**src/rtl/wb_gpio_irq.sv**
```systemverilog
`default_nettype none
// ============================================================================
// Module   : wb_gpio_irq
// Brief    : Wishbone classic GPIO controller with edge-triggered level IRQ.
//            Define GPIO_DEBOUNCE_EN to add a per-bit input debounce filter.
// Revision : 1.0 - initial release
// ============================================================================
module wb_gpio_irq #(
    parameter int          GPIO_WIDTH      = 8,
    parameter logic [31:0] OUT_RESET       = 32'h0000_0000,
    parameter int          DEBOUNCE_CYCLES = 240000
) (
    input  logic                  clock,
    input  logic                  reset_n,
    input  logic [2:0]            wb_adr_i,
    input  logic [31:0]           wb_dat_i,
    input  logic [3:0]            wb_sel_i,
    input  logic                  wb_we_i,
    input  logic                  wb_cyc_i,
    input  logic                  wb_stb_i,
    output logic [31:0]           wb_dat_o,
    output logic                  wb_ack_o,
    input  logic [GPIO_WIDTH-1:0] gpio_i,
    output logic [GPIO_WIDTH-1:0] gpio_o,
    output logic [GPIO_WIDTH-1:0] gpio_dir_o,
    output logic                  irq_o
);

    localparam logic [0:0] c_IDLE = 1'b0;
    localparam logic [0:0] c_ACK  = 1'b1;

    localparam logic [2:0] c_ADR_DATA_IN    = 3'd0;
    localparam logic [2:0] c_ADR_DATA_OUT   = 3'd1;
    localparam logic [2:0] c_ADR_DIR        = 3'd2;
    localparam logic [2:0] c_ADR_IRQ_MASK   = 3'd3;
    localparam logic [2:0] c_ADR_IRQ_RISE   = 3'd4;
    localparam logic [2:0] c_ADR_IRQ_FALL   = 3'd5;
    localparam logic [2:0] c_ADR_IRQ_STATUS = 3'd6;

    logic [0:0]            r_state;
    logic [GPIO_WIDTH-1:0] r_s1;
    logic [GPIO_WIDTH-1:0] r_s2;
    logic [GPIO_WIDTH-1:0] r_prev;
    logic [GPIO_WIDTH-1:0] r_data_out;
    logic [GPIO_WIDTH-1:0] r_dir;
    logic [GPIO_WIDTH-1:0] r_mask;
    logic [GPIO_WIDTH-1:0] r_rise_en;
    logic [GPIO_WIDTH-1:0] r_fall_en;
    logic [GPIO_WIDTH-1:0] r_status;

    logic [GPIO_WIDTH-1:0] w_din;
    logic [GPIO_WIDTH-1:0] w_rise;
    logic [GPIO_WIDTH-1:0] w_fall;
    logic [GPIO_WIDTH-1:0] w_set;
    logic [GPIO_WIDTH-1:0] w_clr;
    logic [GPIO_WIDTH-1:0] w_wdat;
    logic [GPIO_WIDTH-1:0] w_wmask;
    logic [31:0]           w_be;
    logic [31:0]           w_rdata;
    logic                  w_access;
    logic                  w_wr;
    logic                  w_unused;

    // An access is taken only from IDLE, so a held strobe is acked every other cycle.
    assign w_access = wb_cyc_i & wb_stb_i & ~wb_ack_o & (r_state == c_IDLE);
    assign w_wr     = w_access & wb_we_i;

    assign w_be    = {{8{wb_sel_i[3]}}, {8{wb_sel_i[2]}}, {8{wb_sel_i[1]}}, {8{wb_sel_i[0]}}};
    assign w_wmask = w_be[GPIO_WIDTH-1:0];
    assign w_wdat  = wb_dat_i[GPIO_WIDTH-1:0];

    function automatic logic [GPIO_WIDTH-1:0] f_merge(input logic [GPIO_WIDTH-1:0] old_val);
        f_merge = (old_val & ~w_wmask) | (w_wdat & w_wmask);
    endfunction

    always_ff @(posedge clock) begin
        if (!reset_n) begin
            r_state  <= c_IDLE;
            wb_ack_o <= 1'b0;
            wb_dat_o <= 32'h0;
        end else begin
            r_state  <= w_access ? c_ACK : c_IDLE;
            wb_ack_o <= w_access;
            wb_dat_o <= w_access ? w_rdata : 32'h0;
        end
    end

    always_comb begin
        w_rdata = 32'h0;
        case (wb_adr_i)
            c_ADR_DATA_IN:    w_rdata = 32'(w_din);
            c_ADR_DATA_OUT:   w_rdata = 32'(r_data_out);
            c_ADR_DIR:        w_rdata = 32'(r_dir);
            c_ADR_IRQ_MASK:   w_rdata = 32'(r_mask);
            c_ADR_IRQ_RISE:   w_rdata = 32'(r_rise_en);
            c_ADR_IRQ_FALL:   w_rdata = 32'(r_fall_en);
            c_ADR_IRQ_STATUS: w_rdata = 32'(r_status);
            default:          w_rdata = 32'h0;
        endcase
    end

    always_ff @(posedge clock) begin
        if (!reset_n) begin
            r_data_out <= OUT_RESET[GPIO_WIDTH-1:0];
            r_dir      <= '0;
            r_mask     <= '0;
            r_rise_en  <= '0;
            r_fall_en  <= '0;
        end else if (w_wr) begin
            case (wb_adr_i)
                c_ADR_DATA_OUT: r_data_out <= f_merge(r_data_out);
                c_ADR_DIR:      r_dir      <= f_merge(r_dir);
                c_ADR_IRQ_MASK: r_mask     <= f_merge(r_mask);
                c_ADR_IRQ_RISE: r_rise_en  <= f_merge(r_rise_en);
                c_ADR_IRQ_FALL: r_fall_en  <= f_merge(r_fall_en);
                default: ;
            endcase
        end
    end

    always_ff @(posedge clock) begin
        if (!reset_n) begin
            r_s1   <= '0;
            r_s2   <= '0;
            r_prev <= '0;
        end else begin
            r_s1   <= gpio_i;
            r_s2   <= r_s1;
            r_prev <= w_din;
        end
    end

`ifdef GPIO_DEBOUNCE_EN
    localparam int c_CNT_W = (DEBOUNCE_CYCLES > 1) ? $clog2(DEBOUNCE_CYCLES) : 1;
    localparam logic [c_CNT_W-1:0] c_CNT_MAX = c_CNT_W'(DEBOUNCE_CYCLES - 1);

    logic [GPIO_WIDTH-1:0] w_filt;

    for (genvar gi = 0; gi < GPIO_WIDTH; gi++) begin : g_debounce
        logic [c_CNT_W-1:0] r_cnt;
        logic               r_filt;

        // The count restarts whenever the synchronized input agrees with the filtered value.
        always_ff @(posedge clock) begin
            if (!reset_n) begin
                r_cnt  <= '0;
                r_filt <= 1'b0;
            end else if (r_s2[gi] == r_filt) begin
                r_cnt  <= '0;
            end else if (r_cnt == c_CNT_MAX) begin
                r_cnt  <= '0;
                r_filt <= r_s2[gi];
            end else begin
                r_cnt  <= r_cnt + 1'b1;
            end
        end

        assign w_filt[gi] = r_filt;
    end

    assign w_din    = w_filt;
    assign w_unused = ^{wb_dat_i, w_be};
`else
    assign w_din    = r_s2;
    assign w_unused = ^{wb_dat_i, w_be, 32'(DEBOUNCE_CYCLES)};
`endif

    assign w_rise = w_din & ~r_prev;
    assign w_fall = ~w_din & r_prev;
    assign w_set  = (w_rise & r_rise_en) | (w_fall & r_fall_en);
    assign w_clr  = (w_wr && (wb_adr_i == c_ADR_IRQ_STATUS)) ? (w_wdat & w_wmask) : '0;

    // A new edge event wins over a W1C landing on the same bit in the same cycle.
    always_ff @(posedge clock) begin
        if (!reset_n) begin
            r_status <= '0;
            irq_o    <= 1'b0;
        end else begin
            r_status <= (r_status & ~w_clr) | w_set;
            irq_o    <= |(r_status & r_mask);
        end
    end

    assign gpio_o     = r_data_out;
    assign gpio_dir_o = r_dir;

endmodule
`default_nettype wire

```
**config.mk**
```make
export PLATFORM = sky130hd
export DESIGN_NAME = wb_gpio_irq
export DESIGN_NICKNAME = d
export VERILOG_FILES = /design/src/rtl/wb_gpio_irq.sv
export SDC_FILE = /design/constraint.sdc
export NUM_CORES = 1
export LEC_CHECK = 0
export ABC_AREA = 1
export CAP_MARGIN = 20
export CORE_MARGIN = 10
export CORE_UTILIZATION = 44
export CTS_CLUSTER_SIZE = 40
export DETAILED_ROUTE_END_ITERATION = 8
export PLACE_DENSITY = 0.88
export SLEW_MARGIN = 20
export SYNTH_ARGS = -nofsm -noshare
export SYNTH_HDL_FRONTEND = slang
export SYNTH_SLANG_ARGS = --single-unit
```
**constraint.sdc**
```tcl
create_clock -name clock -period 1.2 [get_ports clock]
set_input_delay 0.3 -clock clock [delete_from_list [all_inputs] [get_ports clock]]
set_output_delay 0.3 -clock clock [all_outputs]
set_load 0.1 [all_outputs]
```
==> flow_summary_export.csv, run 1 <==
group,metric,value,unit
status,status,"finished, violations left",
status,failed_checks,"setup timing",
detailed_routing,wire_per_inst,17.30,µm
power_and_ir_drop,intPower,0.003731,W
timing,finalCriticalPeriod,1323,ps
floorplanning,pin_count,102,
synth,synth_area,3791,µm²
timing,worst_slack,-123.4,ps
timing,maxSlewViolCount,0,
detailed_routing,drt_wl_total,12960,µm
floorplanning,coreArea,8299,µm²
detailed_routing,via_per_inst,5.402,
final_layout,drive_gt1_share,34.01,%
cts,cts_root_buf,"clkbuf_8",
synth,ys_ff_latch,82,
final_layout,syn2layout_area_growth,47.33,%
cts,cts_max_path_buffers,2,
final_layout,ff_latch_area,1697,µm²
placement,portBuffers,50,
final_layout,layoutNonFillerInstCount,749,
timing,fmax,755.7,MHz
cts,cts_inserted_buffers,9,
critical_path,path_max_fanout,5,
power_and_ir_drop,pwr-share-comb,17.8,%
placement,place_area,4802,µm²
timing,finalHoldViolations,0,
timing,grt_setup_unrepaired,"yes",
synth,ys_types,23,
grt,antenna_found_initial,0,
floorplanning,dieArea,12730,µm²
synth,postSynthAreaPerCell,7.021,µm²
power_and_ir_drop,p_clk_share,31.5,%
final_layout,fin_area,5585,µm²
cts,hold_buffers,0,
critical_path,rrSetupSlack,-120,ps
placement,dp_slack,-567.0,ps
power_and_ir_drop,ir_drop,0.4089,mV
final_layout,final_common_cell,"nor2_1",
synth,yosysSeqAreaShare,43.30,%
timing,setup-tns-final,-3505,ps
placement,place_inst,706,
grt,grt_pass1_wl,19820,µm
final_layout,multi_input_area,2018,µm²
critical_path,required,1450,ps
floorplanning,chipHeight,112.8,µm
timing,skew,12.28,ps
placement,dp_hpwl,7988,µm
detailed_routing,drc,0,
final_layout,fillers,575,
floorplanning,die_x,112.8,µm
grt,overflow,0,
cts,cts.sinks,82,
grt,grt_max_degree,65,
critical_path,crit_path_end_kind,"flop",
detailed_routing,ant_nets,0,
detailed_routing,drt_iter0_markers,394,
floorplanning,rows,33,
grt,grt_pass1_vias,3977,
critical_path,cp-start-kind,"flop",
power_and_ir_drop,p_sw,0.001752,W
floorplanning,start_util,45.68,%
final_layout,final_cell_mix,"nor2_1 (102), nand2_1 (86), dfxtp_1 (56)",
power_and_ir_drop,switching_share,31.95,%
critical_path,path_class,"reg2reg",
timing,finalCritPeriodShare,110.3,%
power_and_ir_drop,seqPwrFrac,50.7,%
timing,setup_viol,52,
final_layout,antennaDiodeCount,0,
hold_path,hold_class,"in2reg",
grt,groute.usage.overall,18.83,%
cts,clk_pin_slew,80,ps
run,cap_violations,0,
critical_path,reg2regPathDepth,7,
cts,cts_tree,"yes",
synth,syn_inst,540,
power_and_ir_drop,leakage,2.554,nW
cts,h-tree-depth,3,
detailed_routing,num_vias,4046,
power_and_ir_drop,p_per_area,981.6,nW/µm²
critical_path,worst-endpoint-arrival,1570,ps
final_layout,finalNetCount,692,
hold_path,holdPathStages,3,
detailed_routing,dr.pass1.iters,7,
placement,place_congestion,0.9578,
synth,ys_warn_count,0,
cts,insertion_delay,360,ps
## path summary, 6_finish.rpt
check | start | to
worst max-delay path | wb_ack_o$_SDFF_PN0_ | flop
worst min-delay path | reset_n | wb_ack_o$_SDFF_PN0_
worst max register to register | wb_ack_o$_SDFF_PN0_ | flop
worst min register to register | r_s1[3]$_SDFF_PN0_ | r_s2[3]$_SDFF_PN0_
## power by group through the flow
| stage | clock, W | combinational [W] | sequential [W] |
|---|---|---|---|
| after global placement | 0 | 0.000836 | 0.00285 |
| after detailed placement | 0 | 0.000849 | 0.00286 |
| after CTS | 0.00173 | 0.000937 | 0.00277 |
| after global routing | 0.00185 | 0.00102 | 0.00278 |
| final | 0.00173 | 0.000977 | 0.00278 |
| after floorplan | 0 | 0.000626 | 0.00289 |
## critical path: stages, from the launching register on
cell and delay (ps):
dfxtp_4 350, inv_2 60, nand3_4 80, nor2_4 200
buf_12 200, nand2_8 100, o21ai_2 140, nor2_1 70
## cells by family (layout without fill, tap and decap cells)
| group | Yosys count | after routing | synth area share (%) |
|---|---|---|---|
| and+or+nand+nor | 289 | 294 | 33.53 |
| buffers and inverters | 111 | 187 | 15.38 |
| DFF | 82 | 82 | 43.30 |
| AOI/OAI and AO/OA | 57 | 57 | 7.690 |
| other | 1 | 24 | 0.09891 |
## routing by layer
| layer | track usage (%) | up-vias | routed length [µm] |
|---|---|---|---|
| li1 | - | 1861 | - |
| met1 | 20.09 | 1801 | 4445 |
| met2 | 32.53 | 302 | 6359 |
| met3 | 5.335 | 82 | 1397 |
| met4 | 10.91 | 0 | 753 |
| met5 | 0 | - | 0 |
## area by class of cell
| cell class | count | area share, % |
|---|---|---|
| flip-flops and latches | 82 | 30.38 |
| well taps | 105 | 2.352 |
| repair buffers | 108 | 22.92 |
| multi-input cells | 375 | 36.13 |
| clock buffers | 9 | 2.218 |
| inverters | 64 | 5.376 |
| clock inverters | 6 | 0.6272 |
## cells in the mapped netlist, drive strengths merged
master  count  area share (%)
nand3      17             2.6
nor3        2            0.53
inv        61             6.1
dfxtp      82              43
nand4      34             5.6
conb        1           0.099
o21ai      32             4.2
clkbuf      7            0.69
a21oi      20             2.6
nand2     107              11
nor2      129              13
clkinv      3            0.56
a31oi       5            0.83
buf        40             8.0
## what timing repair did
action	4_1_cts	5_1_grt
endpoints found under the setup margin	73	72
setup buffers	20	4
resized for setup	69	46
pin swaps	18	29
gates cloned	7	0
## stage by stage
stage | util, % | total power (W) | hold slack, ps
after floorplan | - | 0.003513 | 390.5
after global placement | 57.86 | 0.003690 | 398.1
after detailed placement | 57.86 | 0.003706 | 399.2
after CTS | 65.88 | 0.005439 | 244.7
after global routing | 67.30 | 0.005650 | 257.1
final | 67.30 | 0.005483 | 252.1
(Power assumes the default switching activity.)
==> run 2, diff against run 1 <==
--- a/config.mk
+++ b/config.mk
@@ -6,7 +6,7 @@
 export NUM_CORES = 1
 export LEC_CHECK = 0
-export ABC_AREA = 1
+export ABC_AREA = 0
 export CAP_MARGIN = 20
-export CORE_MARGIN = 10
+export CORE_MARGIN = 5
 export CORE_UTILIZATION = 44
 export CTS_CLUSTER_SIZE = 40
==> constraint.sdc (replaced) <==
create_clock -name clock -period 1.2 [get_ports clock]
set_input_delay 0.12 -clock clock [delete_from_list [all_inputs] [get_ports clock]]
set_output_delay 0.12 -clock clock [all_outputs]
set_load 0.1 [all_outputs]
==> run 2 against run 1 <==
Compared with the run above: the run still ends with setup timing left; maximum frequency is 11% lower; synthesized cell count is 25% lower; hold slack better by 81 ps; combinational power is 11% higher; die area is 18% lower; critical path type unchanged; largest cell class unchanged; largest power group unchanged.
==> flow_summary_export.csv, run 2 <==
group,metric,value,unit
critical_path,cp.depth,5,
power_and_ir_drop,leakage,1.992,nW
placement,place_inst,571,
detailed_routing,drt_iter0_markers,565,
timing,fmax,674.1,MHz
grt,overflow,0,
critical_path,critPathCapture,"r_status[3]$_SDFF_PN0_",
cts,h-tree-depth,3,
final_layout,layoutNonFillerInstCount,600,
grt,groute.usage.overall,25.58,%
final_layout,fin_area,5729,µm²
floorplanning,coreArea,8258,µm²
grt,grt_pass1_wl,20330,µm
synth,synth_edf_count,0,
power_and_ir_drop,ir_drop,0.7645,mV
timing,setup_viol,55,
synth,synth-async-reset-ratio,0,%
critical_path,path_class,"reg2reg",
detailed_routing,drt_wl_total,13980,µm
cts,cts_inserted_buffers,9,
floorplanning,start_util,45.32,%
critical_path,startpoint,"wb_ack_o$_SDFF_PN0_",
floorplanning,rows,33,
synth,yosysTopAreaCell,"dfxtp_1",
critical_path,critical_path.max_stage_delay,380,ps
synth,ys_types,43,
synth,synth_top_cell_area_share,43.86,%
final_layout,final_common_cell,"dfxtp_1",
cts,hold_buffers,0,
cts,cts.sinks,82,
final_layout,antennaDiodeCount,0,
floorplanning,dieArea,10450,µm²
timing,grt_setup_unrepaired,"yes",
status,failed_checks,"setup timing",
timing,maxSlewViolCount,0,
cts,cts_tree,"yes",
detailed_routing,dr.pass1.iters,7,
critical_path,path_max_fanout,8,
synth,ys_warn_count,0,
synth,ys_ff_latch,82,
critical_path,r2r-start,"wb_ack_o$_SDFF_PN0_",
final_layout,drive_gt1_share,44.65,%
critical_path,reg2regPathDepth,5,
placement,dp_hpwl,7929,µm
hold_path,hold_class,"in2reg",
synth,synth.most_common_cell,"dfxtp_1",
detailed_routing,ant_nets,0,
run,cap_violations,0,
status,status,"finished, violations left",
synth,synth_area,3742,µm²
critical_path,slowest_stage,"dfxtp_4",
critical_path,required,1440,ps
cts,cts_max_path_buffers,2,
critical_path,cp.buffers_inverters,2,
timing,finalHoldViolations,0,
grt,grt_pass1_vias,3790,
critical_path,cp_cell_sequence,"buf_6, nand4bb_1, buf_6, o31ai_2, a31oi_1",
detailed_routing,num_vias,3890,
critical_path,worst_r2r_endpoint,"r_status[3]$_SDFF_PN0_",
cts,cts_root_buf,"clkbuf_8",
power_and_ir_drop,p_total,0.006319,W
detailed_routing,wire_per_inst,23.31,µm
critical_path,critPathMostFrequentCell,"buf_6",
critical_path,crit_path_end_kind,"flop",
floorplanning,die_x,102.2,µm
detailed_routing,via_per_inst,6.483,
synth,syn_inst,405,
timing,finalCritPeriodShare,123.6,%
placement,place_congestion,1.038,
synth,synth_common_cells,"dfxtp_1 (82), a21oi_1 (46), nand3_1 (41), buf_4 (32), o21ai_0 (32)",
placement,place_area,4928,µm²
critical_path,path_delay_family,"compound AO/OA/AOI/OAI gates",
critical_path,cp-start-kind,"flop",
timing,skew,13.10,ps
final_layout,syn2layout_area_growth,53.09,%
critical_path,worst-endpoint-arrival,1720,ps
power_and_ir_drop,p_per_area,1103,nW/µm²
detailed_routing,drc,0,
floorplanning,pin_count,102,
synth,yosysSeqAreaShare,43.86,%
synth,ys_top_cells_by_area,"dfxtp_1 (44%), buf_4 (6.4%), a21oi_1 (6.2%), nand3_1 (5.5%), o21ai_0 (4.3%)",
synth,ys.flop_type,"dfxtp_1",
timing,finalCriticalPeriod,1484,ps
grt,antenna_found_initial,0,
grt,grt_max_degree,36,
cts,insertion_delay,360,ps
critical_path,rrSetupSlack,-280,ps
placement,portBuffers,50,
cts,clk_pin_slew,80,ps
final_layout,fillers,520,
floorplanning,chipHeight,102.2,µm
synth,postSynthAreaPerCell,9.240,µm²
final_layout,final_cell_mix,"dfxtp_1 (65), buf_4 (34), buf_12 (32)",
final_layout,finalNetCount,542,
timing,worst_slack,-283.6,ps
## run 2: cell count changes after synthesis, moves of 24 or more
cell     previous run  this run
a21oi_1            20        46
and2_1              0        24
inv_1              55        12
nand2_1           101         0
nand3_1            14        41
nand4_1            34         1
nor2_1            126         3
## run 2: cells by family after synthesis
logic type | after synthesis | synth area share (%)
other cells | 1 | 0.1002
mux | 20 | 6.152
simple gates | 113 | 20.33
flops | 82 | 43.86
buf+inv | 67 | 10.67
compound gates | 122 | 18.89
## run 2: through the flow
step                hold slack (ps)  utilization [%]  setup WS [ps]  TNS, ps
global route                  317.0            69.38         -316.2    -7435
CTS                           329.2            66.20         -102.7    -4217
global placement              416.2            59.68         -506.2   -23720
detailed placement            417.7            59.68         -559.6   -26710
finish                        332.9            69.38         -283.6    -5563
floorplan                     247.3                -         -202.9    -4901
## run 2: power by group
group,switching (W),internal [W]
clock network,0.00107,0.00140
logic,0.000756,0.000326
registers,0.0000306,0.00274
total,0.00185,0.00447
## run 2: worst min-delay path by stage
stage                        from              endpoint  slack, ps  depth (start not counted)
3_3_place_gp   r_s1[7]$_SDFF_PN0_    r_s2[7]$_SDFF_PN0_        420                          1
3_5_place_dp   r_s1[0]$_SDFF_PN0_    r_s2[0]$_SDFF_PN0_        420                          1
4_1_cts                 gpio_i[5]    r_s1[5]$_SDFF_PN0_        330                          2
2_1_floorplan             reset_n  r_prev[0]$_SDFF_PN0_        250                          1
5_1_grt                 gpio_i[4]    r_s1[4]$_SDFF_PN0_        320                          2
6_report                gpio_i[4]    r_s1[4]$_SDFF_PN0_        330                          2
## run 2: final cells by class
type	count	area, µm²	area share (%)
Inverter	12	45.04	0.7862
Timing Repair Buffer	105	1333	23.26
Sequential cell	82	1680	29.33
Tap cell	105	131.4	2.293
Clock inverter	7	122.6	2.140
Multi-Input combinational cell	280	2293	40.03
Clock buffer	9	123.9	2.162
## run 2: repair_timing
action / in CTS / in global routing
gates resized for setup: 58 / 57
gates cloned: 5 / 0
pin swaps: 18 / 31
setup buffers: 4 / 4
endpoints found under the setup margin: 57 / 57
## run 2: metal layers
metal	vias to the layer above	global-route usage [%]	part of all wire, %
met5	-	0	0
met4	0	13.12	6.2
met3	94	7.304	12
met2	358	42.38	47
met1	1827	30.15	35
li1	1611	-	-
==> run 3, diff against run 2 <==
CELL_PAD_IN_SITES_DETAIL_PLACEMENT = 1   (was unset)
CELL_PAD_IN_SITES_GLOBAL_PLACEMENT = 1   (was unset)
CORE_UTILIZATION = 32   (was 44)
PLACE_DENSITY = 0.86   (was 0.88)
==> run 3 against run 2 <==
Compared with the run above: the run still ends with setup timing left; maximum frequency rose by 2.8%; cell count rose by 5.5%; sequential cell count did not move; sequential share of layout area fell by 1.3 points; hold slack improved by 23 ps; first-iteration DRC count fell by 55%; die area rose by 34%; largest cell class unchanged.
==> flow_summary_export.csv, run 3 (synthesized netlist as in run 2, its figures left out) <==
group,metric,value,unit
floorplanning,coreArea,11420,µm²
cts,insertion_delay,340,ps
floorplanning,pin_count,102,
status,failed_checks,"setup timing",
critical_path,critPathCapture,"r_status[3]$_SDFF_PN0_",
timing,setup-tns-final,-6925,ps
detailed_routing,top_layer,"met4",
timing,grt_setup_unrepaired,"yes",
detailed_routing,drt_wl_total,17630,µm
critical_path,worst_r2r_endpoint,"r_status[3]$_SDFF_PN0_",
status,status,"finished, violations left",
final_layout,syn2layout_area_growth,60.41,%
detailed_routing,wire_per_inst,27.85,µm
power_and_ir_drop,p_per_area,1103,nW/µm²
critical_path,reg2regPathDepth,5,
final_layout,fillers,1208,
grt,overflow,0,
final_layout,utilization,52.58,%
final_layout,final_common_cell,"dfxtp_1",
placement,dp_hpwl,9491,µm
detailed_routing,drt_iter0_markers,257,
timing,finalHoldViolations,0,
critical_path,path_delay_family,"compound AO/OA/AOI/OAI gates",
power_and_ir_drop,ir_drop,0.7031,mV
run,cap_violations,0,
timing,worst_slack,-242.8,ps
cts,clk_pin_slew,70,ps
floorplanning,start_util,32.77,%
critical_path,required,1410,ps
floorplanning,dieArea,13960,µm²
hold_path,hold_class,"in2reg",
critical_path,cp.depth,5,
cts,cts_inserted_buffers,9,
floorplanning,die_x,118.1,µm
placement,dp_slack,-609.8,ps
cts,cts_tree,"yes",
final_layout,ff_latch_area,1680,µm²
final_layout,antennaDiodeCount,0,
final_layout,finalNetCount,537,
final_layout,drive_gt1_share,47.96,%
detailed_routing,dr_wl_met2,8904,µm
cts,cts_root_buf,"clkbuf_16",
timing,setup_viol,54,
cts,cts_max_path_buffers,2,
timing,finalCriticalPeriod,1443,ps
critical_path,cp_cell_sequence,"buf_6, nand4bb_4, buf_12, o31ai_4, a31oi_1",
timing,skew,5.791,ps
detailed_routing,met3_length,1243,µm
grt,antenna_found_initial,0,
critical_path,slowest_stage,"dfxtp_4",
placement,place_congestion,0.9594,
floorplanning,rows,39,
detailed_routing,wl_met1,6283,µm
critical_path,startpoint,"wb_ack_o$_SDFF_PN0_",
critical_path,path_max_fanout,8,
grt,grt_pass1_wl,22970,µm
floorplanning,chipHeight,118.1,µm
critical_path,critical_path.max_stage_delay,350,ps
power_and_ir_drop,leakage,2.025,nW
critical_path,cp-start-kind,"flop",
critical_path,cp.buffers_inverters,2,
critical_path,rrSetupSlack,-240,ps
cts,h-tree-depth,3,
timing,maxSlewViolCount,0,
detailed_routing,drc,0,
grt,grt_max_degree,28,
timing,fmax,693.1,MHz
cts,hold_buffers,0,
critical_path,path_class,"reg2reg",
detailed_routing,ant_nets,0,
final_layout,final_cell_mix,"dfxtp_1 (65), buf_12 (35), buf_4 (31)",
grt,grt_pass1_vias,4102,
timing,timing.hold.ws,355.8,ps
final_layout,multi_input_area,2474,µm²
detailed_routing,num_vias,3899,
timing,finalCritPeriodShare,120.2,%
critical_path,crit_path_end_kind,"flop",
detailed_routing,dr.pass1.iters,5,
detailed_routing,via_per_inst,6.160,
critical_path,r2r-start,"wb_ack_o$_SDFF_PN0_",
cts,cts.sinks,82,
critical_path,worst-endpoint-arrival,1660,ps
grt,groute.usage.overall,20.81,%
placement,portBuffers,50,
==> run 3: how the worst min path moves through the flow <==
stage,startpoint,to,slack [ps],cells after the start
3_5_place_dp,r_s1[3]$_SDFF_PN0_,r_s2[3]$_SDFF_PN0_,420,1
6_report,gpio_i[7],r_s1[7]$_SDFF_PN0_,360,2
4_1_cts,wb_stb_i,wb_ack_o$_SDFF_PN0_,340,2
5_1_grt,wb_stb_i,wb_ack_o$_SDFF_PN0_,360,2
2_1_floorplan,reset_n,r_prev[0]$_SDFF_PN0_,250,1
3_3_place_gp,r_s1[4]$_SDFF_PN0_,r_s2[4]$_SDFF_PN0_,420,1
==> run 3: power by group <==
group	internal, W	switching, W	leakage, nW
sequential	0.00275	0.0000343	0.676
clock	0.00148	0.00122	0.140
combinational	0.000331	0.000808	1.21
==> run 3: layer usage <==
metal	vias up	GRT usage, %
li1	1598	-
met1	1918	22.74
met2	283	37.24
met3	100	4.823
met4	0	10.90
met5	-	0
==> run 3: final cells by class <==
class                      count  area share (%)
multi-input combinational    279           41.20
sequential                    82           27.99
timing repair buffer         101           22.28
clock buffer                  10           3.981
tap                          143           2.980
clock inverter                 6          0.8128
inverter                      12          0.7503
==> run 3: stage by stage <==
| step | power, W | cells | area (µm²) |
|---|---|---|---|
| floorplan | 0.003499 | 428 | 4035 |
| global placement | 0.003733 | 605 | 4967 |
| detailed placement | 0.003760 | 605 | 4967 |
| CTS | 0.006461 | 624 | 5517 |
| global route | 0.006796 | 633 | 6003 |
| finish | 0.006624 | 633 | 6003 |
==> run 3: repair_timing <==
item | in CTS | in global routing
pin swaps | 9 | 43
endpoints found under the setup margin | 56 | 56
setup buffers | 1 | 6
resized for setup | 58 | 96
gates cloned | 2 | 3
